--- src/rtl/hazard_scoreboard_if.sv ---
// Bundle between the pipeline control and the hazard scoreboard.
//
// Handshake: the decode slot offers an instruction when issue_d=1 (valid).
// The scoreboard accepts it on the next rising edge only when stall_d=0 and
// flush_e=0 (ready = ~stall_d & ~flush_e). While stall_d=1 the pipeline must
// hold the decode fields stable so the same instruction is offered again.
interface hazard_scoreboard_if #(
    parameter int REG_AW = 5
);
    logic [REG_AW-1:0] rs1_d;
    logic [REG_AW-1:0] rs2_d;
    logic              use_rs1_d;
    logic              use_rs2_d;
    logic [REG_AW-1:0] rd_d;
    logic              regwrite_d;
    logic              load_d;
    logic              issue_d;
    logic [REG_AW-1:0] rs1_e;
    logic [REG_AW-1:0] rs2_e;
    logic              branch_taken_e;
    logic              stall_f;
    logic              stall_d;
    logic              flush_d;
    logic              flush_e;
    logic [2:0]        fwd_a_e;
    logic [2:0]        fwd_b_e;
    logic [31:0]       stall_cnt;
    logic [31:0]       flush_cnt;

    // Pipeline side: drives decode/execute information, receives control.
    modport master (
        output rs1_d, rs2_d, use_rs1_d, use_rs2_d, rd_d, regwrite_d, load_d,
               issue_d, rs1_e, rs2_e, branch_taken_e,
        input  stall_f, stall_d, flush_d, flush_e, fwd_a_e, fwd_b_e,
               stall_cnt, flush_cnt
    );

    // Scoreboard side.
    modport slave (
        input  rs1_d, rs2_d, use_rs1_d, use_rs2_d, rd_d, regwrite_d, load_d,
               issue_d, rs1_e, rs2_e, branch_taken_e,
        output stall_f, stall_d, flush_d, flush_e, fwd_a_e, fwd_b_e,
               stall_cnt, flush_cnt
    );
endinterface

--- src/rtl/hazard_scoreboard.sv ---
// Hazard scoreboard: shadows the destination of every instruction in the
// stages after decode (entry 0 = E ... entry DEPTH-1 = W), selects operand
// forwarding for the execute stage, and interlocks decode on hazards that
// forwarding cannot cover. Branch redirects flush and override any stall.
module hazard_scoreboard #(
    parameter int REG_AW = 5,
    parameter int DEPTH  = 3,
    parameter int FWD_EN = 1
) (
    input logic                clk,
    input logic                rst,
    hazard_scoreboard_if.slave bus
);

    // Shadow entries, one per tracked stage.
    logic [DEPTH-1:0]  valid_q, valid_d;
    logic [DEPTH-1:0]  wr_q, wr_d;
    logic [DEPTH-1:0]  load_q, load_d;
    logic [REG_AW-1:0] ent_rd_q [DEPTH];
    logic [REG_AW-1:0] ent_rd_d [DEPTH];

    logic [31:0] stall_cnt_q, stall_cnt_d;
    logic [31:0] flush_cnt_q, flush_cnt_d;

    // Producer matches: decode sources against stages that can still block
    // decode, execute sources against stages that can forward (k >= 1).
    logic [DEPTH-2:0] hit_rs1_d, hit_rs2_d;
    logic [DEPTH-1:1] hit_rs1_e, hit_rs2_e;

    logic       use1, use2;
    logic       hazard, stall, flush, accept;
    logic [2:0] fwd_a, fwd_b;

    // Match each entry as a producer; register 0 never produces anything.
    always_comb begin
        hit_rs1_d = '0;
        hit_rs2_d = '0;
        hit_rs1_e = '0;
        hit_rs2_e = '0;
        for (int k = 0; k < DEPTH - 1; k++) begin
            hit_rs1_d[k] = valid_q[k] & wr_q[k] & (ent_rd_q[k] != '0) & (ent_rd_q[k] == bus.rs1_d);
            hit_rs2_d[k] = valid_q[k] & wr_q[k] & (ent_rd_q[k] != '0) & (ent_rd_q[k] == bus.rs2_d);
        end
        for (int k = 1; k < DEPTH; k++) begin
            hit_rs1_e[k] = valid_q[k] & wr_q[k] & (ent_rd_q[k] != '0) & (ent_rd_q[k] == bus.rs1_e);
            hit_rs2_e[k] = valid_q[k] & wr_q[k] & (ent_rd_q[k] != '0) & (ent_rd_q[k] == bus.rs2_e);
        end
    end

    // Hazard: with forwarding only a load in E blocks a dependent decode;
    // without it any producer not yet at W blocks (W writes before read).
    always_comb begin
        use1   = bus.issue_d & bus.use_rs1_d;
        use2   = bus.issue_d & bus.use_rs2_d;
        hazard = 1'b0;
        if (FWD_EN != 0) begin
            hazard = load_q[0] & ((use1 & hit_rs1_d[0]) | (use2 & hit_rs2_d[0]));
        end else begin
            for (int k = 0; k < DEPTH - 1; k++) begin
                hazard = hazard | (use1 & hit_rs1_d[k]) | (use2 & hit_rs2_d[k]);
            end
        end
        flush = bus.branch_taken_e;
        stall = hazard & ~bus.branch_taken_e;
    end

    // Forward select: scan oldest to youngest so the youngest producer wins.
    always_comb begin
        fwd_a = '0;
        fwd_b = '0;
        if (FWD_EN != 0) begin
            for (int k = DEPTH - 1; k >= 1; k--) begin
                if (hit_rs1_e[k]) fwd_a = 3'(k);
                if (hit_rs2_e[k]) fwd_b = 3'(k);
            end
        end
    end

    // Next entries: shift down the pipe, insert decode or a bubble at E.
    always_comb begin
        valid_d  = '0;
        wr_d     = '0;
        load_d   = '0;
        ent_rd_d = '{default: '0};
        accept   = ~stall & ~flush;
        for (int k = 1; k < DEPTH; k++) begin
            valid_d[k]  = valid_q[k-1];
            wr_d[k]     = wr_q[k-1];
            load_d[k]   = load_q[k-1];
            ent_rd_d[k] = ent_rd_q[k-1];
        end
        valid_d[0]  = accept & bus.issue_d;
        wr_d[0]     = accept & bus.regwrite_d;
        load_d[0]   = accept & bus.load_d;
        ent_rd_d[0] = bus.rd_d;
    end

    // Saturating performance counters.
    always_comb begin
        stall_cnt_d = stall_cnt_q;
        flush_cnt_d = flush_cnt_q;
        if (stall && (stall_cnt_q != 32'hFFFF_FFFF)) stall_cnt_d = stall_cnt_q + 32'd1;
        if (flush && (flush_cnt_q != 32'hFFFF_FFFF)) flush_cnt_d = flush_cnt_q + 32'd1;
    end

    // State registers; reset discards every in-flight entry.
    always_ff @(posedge clk or negedge rst) begin
        if (!rst) begin
            valid_q     <= '0;
            wr_q        <= '0;
            load_q      <= '0;
            ent_rd_q    <= '{default: '0};
            stall_cnt_q <= '0;
            flush_cnt_q <= '0;
        end else begin
            valid_q     <= valid_d;
            wr_q        <= wr_d;
            load_q      <= load_d;
            ent_rd_q    <= ent_rd_d;
            stall_cnt_q <= stall_cnt_d;
            flush_cnt_q <= flush_cnt_d;
        end
    end

    assign bus.stall_f   = stall;
    assign bus.stall_d   = stall;
    assign bus.flush_d   = flush;
    assign bus.flush_e   = flush;
    assign bus.fwd_a_e   = fwd_a;
    assign bus.fwd_b_e   = fwd_b;
    assign bus.stall_cnt = stall_cnt_q;
    assign bus.flush_cnt = flush_cnt_q;

endmodule

--- src/flat_wrapper.sv ---
// flat-port wrapper written by rule: the top's interface ports become plain ports
module hazard_scoreboard_flat 
#(
    parameter int REG_AW = 5,
    parameter int DEPTH  = 3,
    parameter int FWD_EN = 1
)
  (clk, rst, bus_rs1_d, bus_rs2_d, bus_use_rs1_d, bus_use_rs2_d, bus_rd_d, bus_regwrite_d, bus_load_d, bus_issue_d, bus_rs1_e, bus_rs2_e, bus_branch_taken_e, bus_stall_f, bus_stall_d, bus_flush_d, bus_flush_e, bus_fwd_a_e, bus_fwd_b_e, bus_stall_cnt, bus_flush_cnt);
  hazard_scoreboard_if #(.REG_AW(REG_AW)) bus_i ();
  input logic clk;
  input logic rst;
  input wire logic [$bits(bus_i.rs1_d)-1:0] bus_rs1_d;
  input wire logic [$bits(bus_i.rs2_d)-1:0] bus_rs2_d;
  input wire logic [$bits(bus_i.use_rs1_d)-1:0] bus_use_rs1_d;
  input wire logic [$bits(bus_i.use_rs2_d)-1:0] bus_use_rs2_d;
  input wire logic [$bits(bus_i.rd_d)-1:0] bus_rd_d;
  input wire logic [$bits(bus_i.regwrite_d)-1:0] bus_regwrite_d;
  input wire logic [$bits(bus_i.load_d)-1:0] bus_load_d;
  input wire logic [$bits(bus_i.issue_d)-1:0] bus_issue_d;
  input wire logic [$bits(bus_i.rs1_e)-1:0] bus_rs1_e;
  input wire logic [$bits(bus_i.rs2_e)-1:0] bus_rs2_e;
  input wire logic [$bits(bus_i.branch_taken_e)-1:0] bus_branch_taken_e;
  output wire logic [$bits(bus_i.stall_f)-1:0] bus_stall_f;
  output wire logic [$bits(bus_i.stall_d)-1:0] bus_stall_d;
  output wire logic [$bits(bus_i.flush_d)-1:0] bus_flush_d;
  output wire logic [$bits(bus_i.flush_e)-1:0] bus_flush_e;
  output wire logic [$bits(bus_i.fwd_a_e)-1:0] bus_fwd_a_e;
  output wire logic [$bits(bus_i.fwd_b_e)-1:0] bus_fwd_b_e;
  output wire logic [$bits(bus_i.stall_cnt)-1:0] bus_stall_cnt;
  output wire logic [$bits(bus_i.flush_cnt)-1:0] bus_flush_cnt;
  assign bus_i.rs1_d = bus_rs1_d;
  assign bus_i.rs2_d = bus_rs2_d;
  assign bus_i.use_rs1_d = bus_use_rs1_d;
  assign bus_i.use_rs2_d = bus_use_rs2_d;
  assign bus_i.rd_d = bus_rd_d;
  assign bus_i.regwrite_d = bus_regwrite_d;
  assign bus_i.load_d = bus_load_d;
  assign bus_i.issue_d = bus_issue_d;
  assign bus_i.rs1_e = bus_rs1_e;
  assign bus_i.rs2_e = bus_rs2_e;
  assign bus_i.branch_taken_e = bus_branch_taken_e;
  assign bus_stall_f = bus_i.stall_f;
  assign bus_stall_d = bus_i.stall_d;
  assign bus_flush_d = bus_i.flush_d;
  assign bus_flush_e = bus_i.flush_e;
  assign bus_fwd_a_e = bus_i.fwd_a_e;
  assign bus_fwd_b_e = bus_i.fwd_b_e;
  assign bus_stall_cnt = bus_i.stall_cnt;
  assign bus_flush_cnt = bus_i.flush_cnt;
  hazard_scoreboard #(.REG_AW(REG_AW), .DEPTH(DEPTH), .FWD_EN(FWD_EN)) u_core (.clk(clk), .rst(rst), .bus(bus_i));
endmodule
--- config.mk ---
export PLATFORM = sky130hd
export DESIGN_NAME = hazard_scoreboard_flat
export DESIGN_NICKNAME = d
export VERILOG_FILES = /design/src/rtl/hazard_scoreboard_if.sv /design/src/rtl/hazard_scoreboard.sv /design/src/flat_wrapper.sv
export SDC_FILE = /design/constraint.sdc
export NUM_CORES = 1
export LEC_CHECK = 0
export CORE_ASPECT_RATIO = 1.4
export CORE_MARGIN = 2
export CORE_UTILIZATION = 40
export CTS_CLUSTER_DIAMETER = 40
export CTS_CLUSTER_SIZE = 40
export DETAILED_ROUTE_END_ITERATION = 10
export GPL_ROUTABILITY_DRIVEN = 0
export GPL_TIMING_DRIVEN = 1
export HOLD_SLACK_MARGIN = 0.02
export PLACE_DENSITY = 0.67
export SLEW_MARGIN = 5
export SYNTH_ARGS = -nofsm -noshare
export SYNTH_HDL_FRONTEND = slang
export SYNTH_SLANG_ARGS = --single-unit
--- constraint.sdc ---
create_clock -name clk -period 1.9 [get_ports clk]
set_input_delay 0.38 -clock clk [delete_from_list [all_inputs] [get_ports clk]]
set_output_delay 0.38 -clock clk [all_outputs]
set_load 0.02 [all_outputs]
Word-level counts from Yosys, hierarchy flattened --
Index checks and enable logic that the tools add are counted.
Cells by class: bitwise gates (word level) 25, eq/ne operators 8, $add $sub $neg 2, reductions and logical operators 5, multiplexer cells 4
Operators with widths (count):
- 32-bit by 1-bit adder with 32-bit output, second input constant | 2
- 32-bit inequality test, second input constant | 2
- 5-bit equality test | 6
- 1-bit bitwise AND | 22
- 5-bit nonzero test | 3
- 2-bit two-way mux | 4
- 1-bit logical AND | 2
- 1-bit NOT | 2
- 1-bit bitwise OR | 1
Word-level totals: register bits 86, output and inout port bits 74, input bits 33

Logic depth before layout (Yosys ltp) --
Gate-level depths: netlist of run 1.
depth in word-level cells 10, gate-level depth with buffers 8, depth with buffers taken out 7

Least setup slack after synthesis of run 1 --
OpenSTA, ideal clock, no wires.
path kind register to output, start point register u_core.ent_rd_q (netlist bit u_core.ent_rd_d[0]), end point output bus_fwd_a_e[1], cell stages (with the launch flop) 5, arrival 2.021 ns, path slack -0.501 ns, required time 1.520 ns, cells stage by stage dfrtp_1 -> or4_1 -> o211ai_1 -> nor4_1 -> nor4_1
Between the ends: longest elaborated chain between the ends 4, elaborated cells between the ends (all ways) 5, those cells by class eq/ne (1); mux (1); bitwise (2); reduce/logical (1)
Ends and longest elaborated chain:
- start: declaration | RTL line hazard_scoreboard.sv:19 | logic [REG_AW-1:0] ent_rd_q [DEPTH];
- start signal: assignment | RTL line hazard_scoreboard.sv:119 | ent_rd_q <= ent_rd_d;
- 5-bit nonzero test
- 1-bit bitwise AND
- 1-bit bitwise AND (*) | RTL line hazard_scoreboard.sv:45 | hit_rs1_e[k] = valid_q[k] & wr_q[k] & (ent_rd_q[k] != '0) & (ent_rd_q[k] == bus.rs1_e);
- 2-bit two-way mux (*) | RTL line hazard_scoreboard.sv:73 | if (hit_rs1_e[k]) fwd_a = 3'(k);
- end: declaration | RTL line flat_wrapper.sv:27 | output wire logic [$bits(bus_i.fwd_a_e)-1:0] bus_fwd_a_e;
Every way passes the cells marked *; elsewhere a longest branch is shown, timed or not.

Worst setup path in the final report of run 1 --
start point register u_core.ent_rd_q[4] (netlist bit), end point output bus_fwd_a_e[1]
Between the ends: longest elaborated chain between the ends 5, elaborated cells between the ends (all ways) 6, those cells by class eq/ne (1); mux (2); bitwise (2); reduce/logical (1)
Ends and longest elaborated chain (RTL line):
- 5-bit nonzero test | hazard_scoreboard.sv:45
- 1-bit bitwise AND | hazard_scoreboard.sv:45
- 1-bit bitwise AND (*) | hazard_scoreboard.sv:45
- 2-bit two-way mux (*) (2 in a row) | hazard_scoreboard.sv:73
Marks and branches as above.

==> results of run 1 <==
registers in the layout, indices dropped and copies added (netlist names):
name,cells
u_core.ent_rd_d,10
u_core.wr_q,3
u_core.valid_q,3
u_core.bus.flush_cnt,32
u_core.ent_rd_q,5
u_core.load_q,1
u_core.bus.stall_cnt,32
area by class of cell:
class | count | area (um^2)
Clock buffer | 13 | 270
Clock inverter | 3 | 65.1
Fill cell | 833 | 3630
Inverter | 4 | 15.0
Timing Repair Buffer | 188 | 1760
Sequential cell | 86 | 2150
Tap cell | 138 | 173
Multi-Input combinational cell | 285 | 2400
what timing repair did:
item	4_1_cts	5_1_grt
buffers inserted	8	3
resized for setup	69	47
cloned	3	0
pin swaps	13	27
endpoints found under the setup margin	41	54
hold buffers	1	0
endpoints found under the hold margin	19	0
cell usage after synthesis (3+ instances only):
library cell / number
sky130_fd_sc_hd__and2_1: 9
sky130_fd_sc_hd__and3_1: 10
sky130_fd_sc_hd__and3_2: 4
sky130_fd_sc_hd__and4_2: 4
sky130_fd_sc_hd__buf_2: 4
sky130_fd_sc_hd__buf_4: 6
sky130_fd_sc_hd__dfrtp_1: 86
sky130_fd_sc_hd__inv_1: 4
sky130_fd_sc_hd__nand2_1: 34
sky130_fd_sc_hd__nand3_1: 27
sky130_fd_sc_hd__nand3_2: 9
sky130_fd_sc_hd__nand4_1: 25
sky130_fd_sc_hd__nand4_2: 3
sky130_fd_sc_hd__nor2_1: 16
sky130_fd_sc_hd__nor3_1: 14
sky130_fd_sc_hd__nor4_1: 5
sky130_fd_sc_hd__or4_1: 3
sky130_fd_sc_hd__xnor2_1: 67
sky130_fd_sc_hd__xor2_1: 23
power by group:
part,internal [mW],switching (mW)
Sequential,1.92,0.0672
Combinational,0.378,0.344
Clock,1.26,0.684
stage by stage:
| stage | power (mW) | setup TNS (ns) | utilization, % | std cells |
|---|---|---|---|---|
| finish | 4.65 | -4.58 | 65.3 | 717 |
| detailed placement | 2.74 | -25.01 | 57.8 | 690 |
| floorplan | 2.31 | -0.170 | - | 387 |
| CTS | 4.69 | -6.23 | 63.4 | 717 |
| global placement | 2.72 | -24.19 | 57.8 | 690 |
| global route | 4.85 | -7.81 | 65.3 | 717 |
final timing paths:
path | cells past startpoint | slack [ns] | end
max in group asynchronous | 3 | 0.87 | u_core.bus.stall_cnt[11]
setup reg to reg | 9 | -0.13 | u_core.bus.stall_cnt[16]
hold / removal | 0 | 0.38 | u_core.wr_q[1]
min in group asynchronous | 2 | 0.46 | u_core.bus.flush_cnt[26]
setup / recovery | 5 | -0.46 | bus_fwd_a_e[1]
hold reg to reg | 0 | 0.38 | u_core.wr_q[1]
layer usage:
metal / share of wire [%] / vias up
met5: 0 / -
met4: 3.5 / 0
met3: 5.2 / 28
met2: 53 / 101
met1: 38 / 1802
li1: - / 1733
logic make-up (layout without fill, tap and decap cells):
| group | after synthesis | after routing | share of synthesized area (%) |
|---|---|---|---|
| DFF | 86 | 86 | 49.7 |
| xor gates and xnor gates | 90 | 90 | 18.2 |
| and+or+nand+nor | 181 | 181 | 26.3 |
| other | 1 | 2 | 0.0866 |
| buffers and inverters | 16 | 208 | 2.37 |
| adders and majority gates | 2 | 2 | 0.578 |
| muxes | 3 | 3 | 0.722 |
| AOI/OAI and AO/OA | 7 | 7 | 2.08 |
worst max-delay path: cells and delay by family (launching register included):
| family | cells | cell delay [ns] |
|---|---|---|
| and+or+nand+nor | 3 | 0.98 |
| DFF | 1 | 0.38 |
| buffers and inverters | 1 | 0.17 |
| AOI/OAI and AO/OA | 1 | 0.11 |
==> metrics, run 1 <==
RSZ-0062 raised after global routing yes; CP Launch Type flop; worst clock skew 0.00892 ns; top cell type's share of synthesized area about half; FF+latch count, synth 86; DR iter-0 viols between 100 and 150; part of the cycle the worst path needs 124%; post-route cell area 6830 um^2; net total in the final layout 609; biggest fanout along the worst timing path 3; startpoint of the worst hold path u_core.wr_q[0]; total setup violations reported at the end of the flow 31; fraction of final layout cells sized beyond drive strength 1 a little under a third; share of async-settable or async-resettable flops after synthesis 100%; Hold WC Path Type reg2reg; detailed-router iteration count before antenna repair 4; area after detailed placement roughly 6000 um^2; source-to-sink clock delay at the later pin of the worst-skew pair between 0.3 and 0.4 ns; maximum number of pins on one net before global-route repair 50; Worst Setup Slack, final -0.463 ns; met3 Use GR under 10%; number of max-slew violations in the final report 0; Syn Std Cell Area 4330 um^2; sequential area share after synthesis 49.7%; number of remaining DRC errors 0; largest cells by area after synthesis sky130_fd_sc_hd__dfrtp_1, sky130_fd_sc_hd__xnor2_1, sky130_fd_sc_hd__xor2_1; dominant synthesized flop cell sky130_fd_sc_hd__dfrtp_1; Die Ht about 130 um; Area growth, synth to finish 57.8%; number of antenna cells inserted 0; number of global-route vias before repair about 4000; series of cell instances along the critical path or4_4 -> o211ai_1 -> or4_4 -> nor4_4 -> buf_4; number of flops mapped to enable cells by yosys 0; aggregate global routing overflow 0; hold_ws about 0.38 ns; result of the run finished with violations; critical path data required time between 1.5 and 2 ns; Routed WL between 10 and 15 mm; initial antenna violation count 0; total half-perimeter wirelength after legalization and detailed placement 7.89 mm; total leakage power roughly 3.0 nW; hold violation count in the final report 0; IR Drop Worst-Case VDD roughly 420 uV; Post-DRT Antenna Nets 0; max capacitance violation total 0; Ports 107; data arrival time at the worst-slack endpoint between 1.5 and 2 ns; reg-to-reg startpoint u_core.ent_rd_d[5]; Initial Util roughly two fifths; site row count 44; most frequent cells in the layout sky130_fd_sc_hd__clkdlybuf4s50_1, sky130_fd_sc_hd__dfrtp_1, sky130_fd_sc_hd__buf_4; maximum buffer depth of the clock tree 2; Synth cell types 45; Final Critical Period 2.36 ns; wire length of the first global-routing pass ~18 mm; overall die area around 12000 um^2; # port buffers roughly 100; Worst Setup Path Type reg2out; startpoint of the most critical setup path u_core.ent_rd_q[4]; total number of vias ~3700; Worst slew margin 65.5%; clock sink total 86; synthesized area per cell 11.2 um^2; core area 10500 um^2; synth warn 0; violations in the final reports setup timing; type of element capturing the critical path output port; Post-Synthesis Cells 386; P per Cell Area around 700 nW/um^2; clock buffers created by TritonCTS 9; x dimension of the die 91.9 um; CP max-delay cell sky130_fd_sc_hd__or4_4; level count of the clock H-tree 3; total global-route track usage 19.9%; Max Fclk 423 MHz; placement-stage worst setup slack -0.953 ns; CTS tree yes; met2 layer usage reported by global route a little over a third; Worst Max-Slew Pin Slew 0.513 ns; via density per instance 5.11; most repeated library cell on the critical path sky130_fd_sc_hd__or4_4; Routed wire per std cell between 15 and 20 um; Largest stage delay, worst path ~0.57 ns; post-synthesis cell type with the largest combined area sky130_fd_sc_hd__dfrtp_1; GR Layer Usage met1 between 20% and 30%; Clk Tree Root Cell sky130_fd_sc_hd__clkbuf_16; layer with the highest usage met2; post-CTS clock slew at the launch and capture registers of the worst setup and hold paths ~0.060 ns
Note: power is estimated with default switching activity, not from simulation.
==> run 2, diff against run 1 <==
CORE_ASPECT_RATIO = 0.5   (was 1.4)
==> run 2 against run 1 <==
The run still ends with setup timing left. Die area grew 0.34%. Via count shrank 1.4%. Final cell count grew 1.1%. Largest cell class unchanged. First-iteration DRC count grew 32%. Sequential power is essentially flat. Clock power shrank 11%. Wire length shrank 0.22%. Clock skew shrank 0.0018 ns. Non-clock buffer count grew 7.
==> metrics, run 2 (synthesis gave the netlist of run 1 again) <==
Hold WC Path Type reg2reg; Final Critical Period between 2 and 2.5 ns; startpoint of the worst hold path u_core.valid_q[1]; Largest stage delay, worst path between 0.5 and 0.6 ns; aggregate global routing overflow 0; Initial Util between 40% and 50%; source-to-sink clock delay at the later pin of the worst-skew pair roughly 0.34 ns; placement-stage worst setup slack -0.943 ns; count of cells along the worst register-to-register path 8; RSZ-0062 raised after global routing yes; violations in the final reports setup timing; series of cell instances along the critical path or4_1 -> o211ai_1 -> buf_4 -> nor4_2 -> buf_4 -> nor4_4 -> buf_4; part of the cycle the worst path needs 128%; Worst Setup Path Type reg2out; post-CTS clock slew at the launch and capture registers of the worst setup and hold paths about 0.060 ns; # port buffers between 100 and 150; Hold Path Stages 0; most repeated library cell on the critical path sky130_fd_sc_hd__buf_4; number of max-slew violations in the final report 0; worst clock skew about 0.0071 ns; CP Launch Type flop; result of the run finished with violations; Max Fclk between 400 and 500 MHz; site row count 26; initial antenna violation count 0; Clk Tree Root Cell sky130_fd_sc_hd__clkbuf_16; P per Cell Area ~640 nW/um^2; reg-to-reg startpoint u_core.ent_rd_d[8]; clock sink total 86; hold violation count in the final report 0; via density per instance 4.98; type of element capturing the critical path output port; level count of the clock H-tree 3; detailed-router iteration count before antenna repair 4; Routed wire per std cell around 15 um; x dimension of the die between 150 and 200 um; total setup violations reported at the end of the flow 16; number of remaining DRC errors 0; total number of vias ~3600; fraction of final layout cells sized beyond drive strength 1 32.8%; FILL cells ~800; critical path data required time between 1.5 and 2 ns; total global-route track usage between 20% and 30%; IR Drop Worst-Case VDD 468 uV; Area growth, synth to finish 59.3%; Post-DRT Antenna Nets 0; CP max-delay cell sky130_fd_sc_hd__or4_1; fraction of the core area covered by cells at the end of the flow between 60% and 70%; most common cell after layout, fill and taps aside sky130_fd_sc_hd__clkdlybuf4s50_1; CTS tree yes; most frequent cells in the layout sky130_fd_sc_hd__clkdlybuf4s50_1, sky130_fd_sc_hd__dfrtp_1, sky130_fd_sc_hd__buf_4; final instance count without filler cells 725; number of global-route vias before repair just under 4000; FF-to-FF setup slack -0.06 ns; maximum number of pins on one net before global-route repair 42; core area ~10000 um^2; Worst Setup Slack, final -0.538 ns; overall die area 11700 um^2; maximum buffer depth of the clock tree 2; net total in the final layout between 600 and 700; clock buffers created by TritonCTS 9; max capacitance violation total 0; Die Ht 77.6 um; Ports roughly 110; Routed WL roughly 11 mm; wire length of the first global-routing pass 18.9 mm; total half-perimeter wirelength after legalization and detailed placement between 7 and 8 mm; DR iter-0 viols approximately 160; reg2reg end u_core.bus.stall_cnt[1]; total leakage power 3.04 nW; data arrival time at the worst-slack endpoint between 2 and 2.5 ns; number of antenna cells inserted 0; Inst Count DP between 600 and 700; Worst Hold End u_core.valid_q[2]; biggest fanout along the worst timing path 2
[run 2: changes by cell type in the layout (fill, tap and decap cells not counted), sizes merged]
cell,before,now
dlymetal6s2s,4,5
buf,90,96
dlygate4sd2,6,7
dlygate4sd1,0,1
bufinv,2,1
clkdlybuf4s15,2,0
clkinv,1,4
clkbuf,13,10
[run 2: routing by layer]
layer | up-vias | global-route usage [%] | share of wire, %
met5 | - | 0 | 0
met4 | 0 | 5.42 | 1.2
met3 | 11 | 5.24 | 3.4
met2 | 63 | 34.0 | 51
met1 | 1786 | 26.7 | 44
li1 | 1754 | - | -
[run 2: through the flow]
step,instance area (um^2),hold slack [ns],power [mW],TNS (ns)
global placement,6110,0.307,2.73,-23.20
floorplan,4370,0.0844,2.31,-0.170
CTS,6560,0.374,4.49,-2.71
finish,6900,0.374,4.43,-2.54
detailed placement,6110,0.315,2.75,-24.04
global route,6900,0.389,4.62,-5.45
[run 2: power by group]
| group | leakage, nW | switching, mW | internal (mW) |
|---|---|---|---|
| clock network | 0.148 | 0.696 | 1.04 |
| logic | 1.75 | 0.341 | 0.377 |
| registers | 1.14 | 0.0607 | 1.92 |
| total | 3.04 | 1.10 | 3.34 |
[run 2: cell type report]
class | instances | area [um^2] | share of cell area [%]
repair buffers | 195 | 1810 | 26.3
inverters | 4 | 15.0 | 0.218
flip-flops and latches | 86 | 2150 | 31.2
well taps | 140 | 175 | 2.54
clock buffers | 10 | 239 | 3.47
multi-input cells | 285 | 2450 | 35.5
clock inverters | 5 | 50.0 | 0.726
[run 2: what timing repair did]
action                                 CTS  global route
gates resized for setup                 54            67
buffers inserted                         4             7
endpoints found under the hold margin   24             0
pin swaps                                8            26
cloned                                   3             0
setup endpoints to repair               40            53
hold buffers                             1             0
[run 2: critical path: cells and delay by family (launching register included)]
kind	cells	cell delay (ns)
buffers and inverters	3	0.47
flip-flops	1	0.37
AO/OA/AOI/OAI	1	0.21
AND/OR/NAND/NOR	3	0.68
[run 2: worst max-delay path by stage]
stage	startpoint	endpoint	slack (ns)	cells after the start
finish	u_core.ent_rd_d[0]	bus_fwd_a_e[1]	-0.54	7
global route	u_core.ent_rd_d[0]	bus_fwd_a_e[1]	-0.61	7
CTS	u_core.ent_rd_d[0]	bus_fwd_a_e[1]	-0.57	7
detailed placement	bus_rs1_e[4]	bus_fwd_a_e[1]	-0.94	5
global placement	bus_rs1_e[4]	bus_fwd_a_e[1]	-0.92	5
floorplan	u_core.ent_rd_d[0]	bus_fwd_b_e[1]	-0.09	4
